--- src/rtl/regfile_pkg.sv ---
// Shared constants and helpers for the scoreboarded register file.
//   N_DEFAULT / AW_DEFAULT : default data and address widths
//   depth()                : number of registers for a given address width
//   busy_cnt_w()           : width of a counter that must hold 0..depth
package regfile_pkg;

  localparam int N_DEFAULT  = 16;
  localparam int AW_DEFAULT = 4;

  function automatic int depth(input int aw);
    return 1 << aw;
  endfunction

  // One extra bit over AW so the count can reach D itself.
  function automatic int busy_cnt_w(input int aw);
    return aw + 1;
  endfunction

endpackage

--- src/rtl/reg_scoreboard.sv ---
// Busy scoreboard for the register file: one busy bit per register.
//   clk, rst_n        : clock, asynchronous active-low reset
//   clr_i             : synchronous clear of every busy bit
//   wr_en_i/wr_addr_i : write-back, releases the destination
//   rsv_en_i/rsv_addr_i : issue-time reservation of a destination
//   busy_o            : current busy vector (pre-edge state, for reads)
//   rsv_err_o         : one-cycle pulse, reservation of a busy register refused
//   busy_cnt_o        : registered popcount of the busy vector
module reg_scoreboard
  import regfile_pkg::*;
#(
  parameter int AW      = AW_DEFAULT,
  parameter bit R0_ZERO = 1'b0,
  localparam int D      = depth(AW),
  localparam int CW     = busy_cnt_w(AW)
) (
  input  logic          clk,
  input  logic          rst_n,
  input  logic          clr_i,
  input  logic          wr_en_i,
  input  logic [AW-1:0] wr_addr_i,
  input  logic          rsv_en_i,
  input  logic [AW-1:0] rsv_addr_i,
  output logic [D-1:0]  busy_o,
  output logic          rsv_err_o,
  output logic [CW-1:0] busy_cnt_o
);

  logic [D-1:0]  busy_q, busy_d;
  logic          rsv_err_q, rsv_err_d;
  logic [CW-1:0] cnt_q, cnt_d;
  logic          wr_ok, rsv_ok;

  always_comb begin
    busy_d    = busy_q;
    rsv_err_d = 1'b0;
    wr_ok     = wr_en_i  && !(R0_ZERO && (wr_addr_i  == '0));
    rsv_ok    = rsv_en_i && !(R0_ZERO && (rsv_addr_i == '0));

    if (wr_ok) busy_d[wr_addr_i] = 1'b0;

    // A write-back to the same register in this cycle frees it first, so the
    // reservation is accepted even if the register was busy before the edge.
    if (rsv_ok) begin
      if (busy_q[rsv_addr_i] && !(wr_ok && (wr_addr_i == rsv_addr_i)))
        rsv_err_d = 1'b1;
      else
        busy_d[rsv_addr_i] = 1'b1;
    end

    if (clr_i) begin
      busy_d    = '0;
      rsv_err_d = 1'b0;
    end

    cnt_d = '0;
    for (int i = 0; i < D; i++) cnt_d = cnt_d + CW'(busy_d[i]);
  end

  always_ff @(posedge clk or negedge rst_n) begin
    if (!rst_n) begin
      busy_q    <= '0;
      rsv_err_q <= 1'b0;
      cnt_q     <= '0;
    end else begin
      busy_q    <= busy_d;
      rsv_err_q <= rsv_err_d;
      cnt_q     <= cnt_d;
    end
  end

  assign busy_o     = busy_q;
  assign rsv_err_o  = rsv_err_q;
  assign busy_cnt_o = cnt_q;

endmodule

--- src/rtl/scoreboard_register_file.sv ---
// D x N register file with one write port, two registered read ports,
// write-to-read bypass, per-register busy scoreboard and optional zero R0.
//   Clk, Rst (async, active-low), Clr (sync clear of data/busy/outputs)
//   W_data/W_addr/W_en          : write port, also releases busy[W_addr]
//   Ra_*/Rb_*                   : read ports, 1-cycle latency, 0 when disabled
//   Rsv_addr/Rsv_en             : reserve destination (mark busy)
//   Ra_busy/Rb_busy             : busy state of the read address, with data
//   Rsv_err                     : reservation of a busy register rejected
//   Busy_cnt                    : number of busy registers
module scoreboard_register_file
  import regfile_pkg::*;
#(
  parameter int N       = N_DEFAULT,
  parameter int AW      = AW_DEFAULT,
  parameter bit R0_ZERO = 1'b0
) (
  input  logic          Clk,
  input  logic          Rst,
  input  logic [N-1:0]  W_data,
  input  logic [AW-1:0] W_addr,
  input  logic          W_en,
  input  logic [AW-1:0] Ra_addr,
  input  logic [AW-1:0] Rb_addr,
  input  logic          Ra_en,
  input  logic          Rb_en,
  input  logic [AW-1:0] Rsv_addr,
  input  logic          Rsv_en,
  input  logic          Clr,
  output logic [N-1:0]  Ra_data,
  output logic [N-1:0]  Rb_data,
  output logic          Ra_busy,
  output logic          Rb_busy,
  output logic          Rsv_err,
  output logic [AW:0]   Busy_cnt
);

  localparam int D = depth(AW);

  logic [N-1:0]  mem_q [D];
  logic [D-1:0]  busy_vec;
  logic          wr_ok;

  // Port 0 = A side, port 1 = B side.
  logic          rd_en   [2];
  logic [AW-1:0] rd_addr [2];
  logic [N-1:0]  rd_data_d [2], rd_data_q [2];
  logic          rd_busy_d [2], rd_busy_q [2];

  assign wr_ok      = W_en && !(R0_ZERO && (W_addr == '0));
  assign rd_en[0]   = Ra_en;
  assign rd_en[1]   = Rb_en;
  assign rd_addr[0] = Ra_addr;
  assign rd_addr[1] = Rb_addr;

  reg_scoreboard #(
    .AW      (AW),
    .R0_ZERO (R0_ZERO)
  ) u_sb (
    .clk        (Clk),
    .rst_n      (Rst),
    .clr_i      (Clr),
    .wr_en_i    (W_en),
    .wr_addr_i  (W_addr),
    .rsv_en_i   (Rsv_en),
    .rsv_addr_i (Rsv_addr),
    .busy_o     (busy_vec),
    .rsv_err_o  (Rsv_err),
    .busy_cnt_o (Busy_cnt)
  );

  // Read mux: a same-cycle write to the read address is forwarded and seen
  // in its post-write state (not busy). A hard-wired R0 always reads 0.
  always_comb begin
    for (int p = 0; p < 2; p++) begin
      rd_data_d[p] = '0;
      rd_busy_d[p] = 1'b0;
      if (rd_en[p] && !(R0_ZERO && (rd_addr[p] == '0))) begin
        if (wr_ok && (W_addr == rd_addr[p])) begin
          rd_data_d[p] = W_data;
        end else begin
          rd_data_d[p] = mem_q[rd_addr[p]];
          rd_busy_d[p] = busy_vec[rd_addr[p]];
        end
      end
    end
  end

  always_ff @(posedge Clk or negedge Rst) begin
    if (!Rst) begin
      for (int i = 0; i < D; i++) mem_q[i] <= '0;
    end else if (Clr) begin
      for (int i = 0; i < D; i++) mem_q[i] <= '0;
    end else if (wr_ok) begin
      mem_q[W_addr] <= W_data;
    end
  end

  always_ff @(posedge Clk or negedge Rst) begin
    if (!Rst) begin
      for (int p = 0; p < 2; p++) begin
        rd_data_q[p] <= '0;
        rd_busy_q[p] <= 1'b0;
      end
    end else if (Clr) begin
      for (int p = 0; p < 2; p++) begin
        rd_data_q[p] <= '0;
        rd_busy_q[p] <= 1'b0;
      end
    end else begin
      for (int p = 0; p < 2; p++) begin
        rd_data_q[p] <= rd_data_d[p];
        rd_busy_q[p] <= rd_busy_d[p];
      end
    end
  end

  assign Ra_data = rd_data_q[0];
  assign Rb_data = rd_data_q[1];
  assign Ra_busy = rd_busy_q[0];
  assign Rb_busy = rd_busy_q[1];

endmodule

--- config.mk ---
export PLATFORM = sky130hd
export DESIGN_NAME = scoreboard_register_file
export DESIGN_NICKNAME = d
export VERILOG_FILES = /design/src/rtl/regfile_pkg.sv /design/src/rtl/reg_scoreboard.sv /design/src/rtl/scoreboard_register_file.sv
export SDC_FILE = /design/constraint.sdc
export NUM_CORES = 1
export LEC_CHECK = 0
export BUFFER_PORTS_ARGS = -buffer_cell sky130_fd_sc_hd__buf_2
export CORE_UTILIZATION = 45
export CTS_CLUSTER_SIZE = 40
export DETAILED_ROUTE_END_ITERATION = 10
export PLACE_DENSITY_LB_ADDON = 0.1
export SETUP_SLACK_MARGIN = 0.3
export SLEW_MARGIN = 15
export SYNTH_ARGS = -nofsm -noshare
export SYNTH_HDL_FRONTEND = slang
export SYNTH_SLANG_ARGS = --single-unit
--- constraint.sdc ---
create_clock -name Clk -period 4.65 [get_ports Clk]
set_clock_uncertainty 0.15 [all_clocks]
set_input_delay 0 -clock Clk [delete_from_list [all_inputs] [get_ports Clk]]
set_output_delay 0 -clock Clk [all_outputs]
set_load 0.02 [all_outputs]
==> After elaboration in Yosys (flattened, before gate mapping) <==
Cells that the tools add are included.
W data, S select, Z words.
{ "totals": {"register_bits": 312} }
{ "classes": {"addsub": 15, "n_lt_le_gt_ge": 10, "n_eq_ne": 3, "mux": 38, "bitwise": 6, "reduce_logical": 9} }
{ "op_table": {"columns": ["operator", "count"], "rows": [
  ["$mux W256", 2],
  ["$bwmux W256", 1],
  ["$mux W16", 13],
  ["$bmux W16 S4", 2],
  ["$add A5 B1 Y5", 14],
  ["$demux W16 S4", 1],
  ["$mux W32", 1],
  ["$lt A4 B5 Y1 const B", 4],
  ["$and A16 B16 Y16", 1],
  ["$not A16 Y16", 1],
  ["$or A16 B16 Y16", 1],
  ["$ge A5 B5 Y1 const B", 3],
  ["$not A4 Y5", 3],
  ["$bmux W1 S4", 3],
  ["$eq A4 B4 Y1", 3],
  ["$mux W1", 12],
  ["$demux W1 S4", 2],
  ["$ge A4 B1 Y1 const B", 2],
  ["$logic_and A1 B1 Y1", 7],
  ["$lt A5 B1 Y1 const B", 1],
  ["$add A1 B1 Y2", 1],
  ["$mux W2", 1],
  ["$reduce_bool A2 Y1", 1],
  ["$logic_not A1 Y1", 1]
]} }

==> Logic depth before layout (Yosys ltp) <==
{ "logic_depth": {"ltp_word": 26, "depth_mapped": 20} }

==> By module <==
Synthesis repeated with hierarchy kept, for this count alone.
{ "unflattened": {"hier_cells": 1708, "area_unflattened_um2": 17224.0} }
{ "modules_own_cells": {"columns": ["module", "instances", "cells_each", "area_per_inst_um2", "seq_area_each_um2"], "rows": [
  ["scoreboard_register_file", 1, 1548, 15508.6, 7257.0],
  ["reg_scoreboard", 1, 160, 1715.4, 550.5]
]} }

==> Worst setup path before layout <==
OpenSTA, ideal clock, no wires.
{ "synth_timing": {"path_type": "register -> register", "from": "register u_sb.busy_q[3], in the netlist u_sb.busy_o[3]", "to": "register u_sb.cnt_q[4], in the netlist u_sb.busy_cnt_o[4]", "t_arrival_ns": 4.312, "t_required_ns": 4.381, "setup_slack_ns": 0.069, "stages_incl_launch_ff": 16, "path_buffers": 0, "cell_sequence": "dfrtp_1 -> mux4_2 -> o21a_1 -> o31ai_1 -> ha_1 -> inv_1 -> fa_1 -> fa_1 -> fa_1 -> fa_1 -> inv_1 -> fa_1 -> inv_1 -> fa_1 -> nor2b_1 -> o21a_1"} }
{ "synth_via": {"elab_chain_len": 21, "word_cells_on_any_way": 24, "classes_between": "add/sub (15); mux (6); bitwise (2); reduce/logical (1)"} }
{ "synth_lines": {"columns": ["element", "line", "source"], "rows": [
  ["from (decl)", "reg_scoreboard.sv:29", "logic [D-1:0] busy_q, busy_d;"],
  ["from (signal assigned)", "reg_scoreboard.sv:66", "busy_q <= busy_d;"],
  ["$bmux W1 S4", "reg_scoreboard.sv:45", "if (busy_q[rsv_addr_i] && !(wr_ok && (wr_addr_i == rsv_addr_i)))"],
  ["$mux W1 (not written as such)", "reg_scoreboard.sv:45", null],
  ["$logic_and A1 B1 Y1", "reg_scoreboard.sv:45", null],
  ["$mux W16", "reg_scoreboard.sv:45", null],
  ["$mux W16", "reg_scoreboard.sv:44", "if (rsv_ok) begin"],
  ["$mux W16", "reg_scoreboard.sv:51", "if (clr_i) begin"],
  ["net u_sb.busy_d[0]", "reg_scoreboard.sv:29", null],
  ["$add A1 B1 Y2", "reg_scoreboard.sv:57", "for (int i = 0; i < D; i++) cnt_d = cnt_d + CW'(busy_d[i]);"],
  ["$add A5 B1 Y5 (14 in a row)", "reg_scoreboard.sv:57", null],
  ["net u_sb.cnt_d[4]", "reg_scoreboard.sv:31", "logic [CW-1:0] cnt_q, cnt_d;"],
  ["to (signal assigned)", "reg_scoreboard.sv:68", "cnt_q <= cnt_d;"],
  ["to (decl)", "reg_scoreboard.sv:31", null]
]} }
The timed path passes the listed nets, and every way through them passes these cells. The select of a mux whose other input is x is not followed.
A chain may end at the register's enable or synchronous reset.

==> Final worst setup path <==
Same ends and word-level chain as after synthesis.

==> summary.txt <==
Logic synthesis
  – Flops & latches, synth: 312
  – Mapped cell area: about 0.017 sq mm
  – Synth Flop Type: dfrtp_1
  – Commonest cells in the netlist: nand2_1 (560), dfrtp_1 (312), a21oi_1 (257)
  – Number of flops mapped to enable cells by yosys: 0
  – Mean post-synth cell area: 10.1 sq um
  – Mapped Nets: 1737
  – Register area share after synthesis: 45.8%
  – Top-count cell post-synth: nand2_1
  – Top cells by area, synth: dfrtp_1 (46%), mux4_2 (19%), nand2_1 (12%), a21oi_1 (7.5%), a22oi_1 (2.8%)
  – Synth unique cells: 43
  – Synth warnings: 0
  – Cell accounting for the most synthesized area: dfrtp_1
  – Post-synth top area share: 45.8%
  – Mapped Cells: 1683
  – Synth async-reset ratio: 100%

Die
  – Core area: ~0.037 sq mm
  – Die width: 197 um
  – Row cnt: 70
  – I/O pin count: 79
  – Initial Util: 46.1%
  – Die Footprint: 0.0387 sq mm
  – Die Ht: roughly 200 um

Detailed routing
  – DRC: 0
  – 1st-pass router iterations: 5
  – Post-route ant nets: 0
  – Avg WL per Cell: 25.1 um
  – Via Count: 13700
  – Vias per std cell: ~6.1
  – DR iter-0 viols: 1173
  – Drt total wl: 57000 um

Worst setup path
  – Most frequent CP cell: fa_1
  – Slowest cell on the critical path: fa_1
  – Crit path largest cell delay: roughly 0.52 ns
  – Reg2Reg Depth: 15
  – Startpoint Class: register
  – Crit. End Element: register
  – Required @ worst endpoint: 4.93 ns
  – Crit path buf inv count: 3
  – Crit path cell chain: mux4_2, o21a_4, o31ai_4, ha_1, inv_1, fa_1, fa_1, fa_1, fa_1, inv_1, fa_2, inv_2, fa_2, nor2b_1, o21a_1
  – Kind of cell adding the most delay to the critical path: adder cells
  – Path length in cells of the critical path: 15
  – CP max FO: 3
  – WS Path Type: reg2reg
  – Crit path arrival time: 4.89 ns

Global routing
  – Grt ovf: 0
  – First-pass GRT wire length: 88300 um
  – Total GRT Usage: 30.8%
  – Vias in the first global route: 14100
  – Antenna violations before repair: 1
  – Largest net degree at the start of global routing: 116

Clocking
  – CTS Buffer Depth: 3
  – Num Clock Sinks: 312
  – CTS H-tree lvls: 2
  – Skew-Pair Late Insertion Delay: about 0.56 ns
  – Root buf cell: clkbuf_16
  – CTS buffer count: 37
  – Clock Pin Slew Worst Setup and Hold Paths: 0.06 ns
  – CTS tree: yes

Timing
  – Setup TNS: 0 ns
  – Final hold viol count: 0
  – Max-slew violations: 0
  – Relative slew slack: 26.9%
  – Final worst-path setup slack: 0.0350 ns
  – Minimum clock period after layout: 4.61 ns
  – Fin crit share: about 99%
  – # setup viols final: 0
  – Max frequency: 217 MHz
  – Worst slew pin tran: 1.10 ns
  – Min Hold Slack: 0.0625 ns
  – RSZ-0062 raised after global routing: yes

Pwr
  – Worst IR Drop VDD: 0.000314 V
  – Tot Pwr: between 0.006 and 0.007 W
  – Leak: between 8 and 9 nW
  – Power Density: 329 mW/mm^2

Cells and area
  – Design area: roughly 0.020 sq mm
  – Layout cells sized above 1: 20.5%
  – # nets final: 1791
  – Layout Area Growth over Synthesis: 15.2%

Min path
  – Hold Path Class: in2reg
  – Hold Path Depth: 3

Placement
  – GPL Wtd Cong: 0.899
  – Buffers on Ports: just under 80
  – Area post-placement: 0.0179 sq mm
  – DP Worst Slack: approximately 0.027 ns
  – DP HPWL: 34900 um

Flow run
  – Max_cap viols: 0

Run status
  – Status: finished, final reports clean
## tightest hold or removal path, cell delays in order
cell and delay, ns:
buf_4 0.31, mux4_2 0.30, and2_1 0.11
## cells by family after synthesis
kind of cell,Yosys count,synth area share (%)
AOI/OAI and AO/OA,387,13.6
xor gates and xnor gates,14,0.719
adders and majority gates,15,1.54
buffers and inverters,172,4.23
DFF,312,45.8
muxes,143,18.9
and+or+nand+nor,640,15.3
## metal layers
layer / share of wire, % / up-vias / global-route usage (%) / wire length, um
met5: 0 / - / 0 / 0
met4: 3.1 / 0 / 12.0 / 1780
met3: 7.5 / 126 / 5.84 / 4260
met2: 48 / 544 / 48.8 / 27300
met1: 41 / 7027 / 42.2 / 23600
li1: - / 6051 / - / -
## stage by stage
step | util, % | instances
final | 53.1 | 2267
after global routing | 53.1 | 2267
after CTS | 53.0 | 2265
after detailed placement | 48.5 | 2161
after global placement | 48.5 | 2161
after floorplan | - | 1683
## repair_timing
action | in CTS | in global routing
setup endpoints to repair | 4 | 5
setup buffers | 1 | 1
pin swaps | 0 | 2
hold buffers | 39 | 0
gates resized for setup | 0 | 4
endpoints found under the hold margin | 409 | 0
## cells in the final DEF (no fill, tap or decap), types with 3 or more instances in the layout
cell           synthesis  layout
nor3_4                 0       3
nand2_1              560     560
nor2_1                15      14
o32ai_1                3       3
clkbuf_8               0      10
mux4_2               143     143
o32a_1                 3       3
fa_1                  10       8
o21a_1                 5       4
nor2b_1                7       7
xnor2_1                8       8
a22oi_1               64      64
nor2_2                 3       4
a31oi_1                5       3
nor3b_1                5       5
dfrtp_1              312     312
bufinv_16              0       4
a31o_2                 3       3
clkbuf_16              0      39
xor2_1                 6       6
nand3_1                7       7
nand3b_1              14      14
a22o_1                32      32
a21oi_1              257     256
o31a_1                 3       3
and3b_1                3       3
buf_2                 34      72
inv_1                 13      11
o31ai_1               10       8
ha_1                   5       5
clkinv_2               0       6
dlygate4sd3_1          0      38
buf_4                  5      59
and2_1                 4       4
clkbuf_1             114       5
nand2b_1               7       7
## final timing paths
kind                                      end  slack (ns)           start
setup / recovery           u_sb.busy_cnt_o[4]        0.04  u_sb.busy_o[3]
hold / removal                        Rb_busy        0.06      Rb_addr[3]
setup reg to reg           u_sb.busy_cnt_o[4]        0.04  u_sb.busy_o[3]
hold reg to reg                     mem_q[35]        0.38       mem_q[35]
max in group asynchronous          mem_q[213]        2.82             Rst
min in group asynchronous          mem_q[166]        0.45             Rst
## registers in the layout, summed over array words and instances (netlist names)
signal	count
u_sb.busy_o	16
u_sb.rsv_err_o	1
u_sb.busy_cnt_o	5
Rb_busy	1
Rb_data	16
Ra_data	16
Ra_busy	1
mem_q	256
## report_power, final
| group | total [W] | switching (W) | internal (W) |
|---|---|---|---|
| clock network | 0.00308 | 0.00119 | 0.00189 |
| logic | 0.000601 | 0.000410 | 0.000191 |
| registers | 0.00278 | 0.0000236 | 0.00275 |
## cell type report
| cell class | instances | area, sq um |
|---|---|---|
| inverters | 13 | 48.8 |
| flip-flops and latches | 312 | 7810 |
| diodes | 1 | 2.50 |
| clock inverters | 11 | 159 |
| clock buffers | 53 | 1120 |
| repair buffers | 174 | 1260 |
| fillers | 3366 | 17300 |
| multi-input cells | 1199 | 8600 |
| well taps | 504 | 631 |
Note: power is estimated with default switching activity, not from simulation.
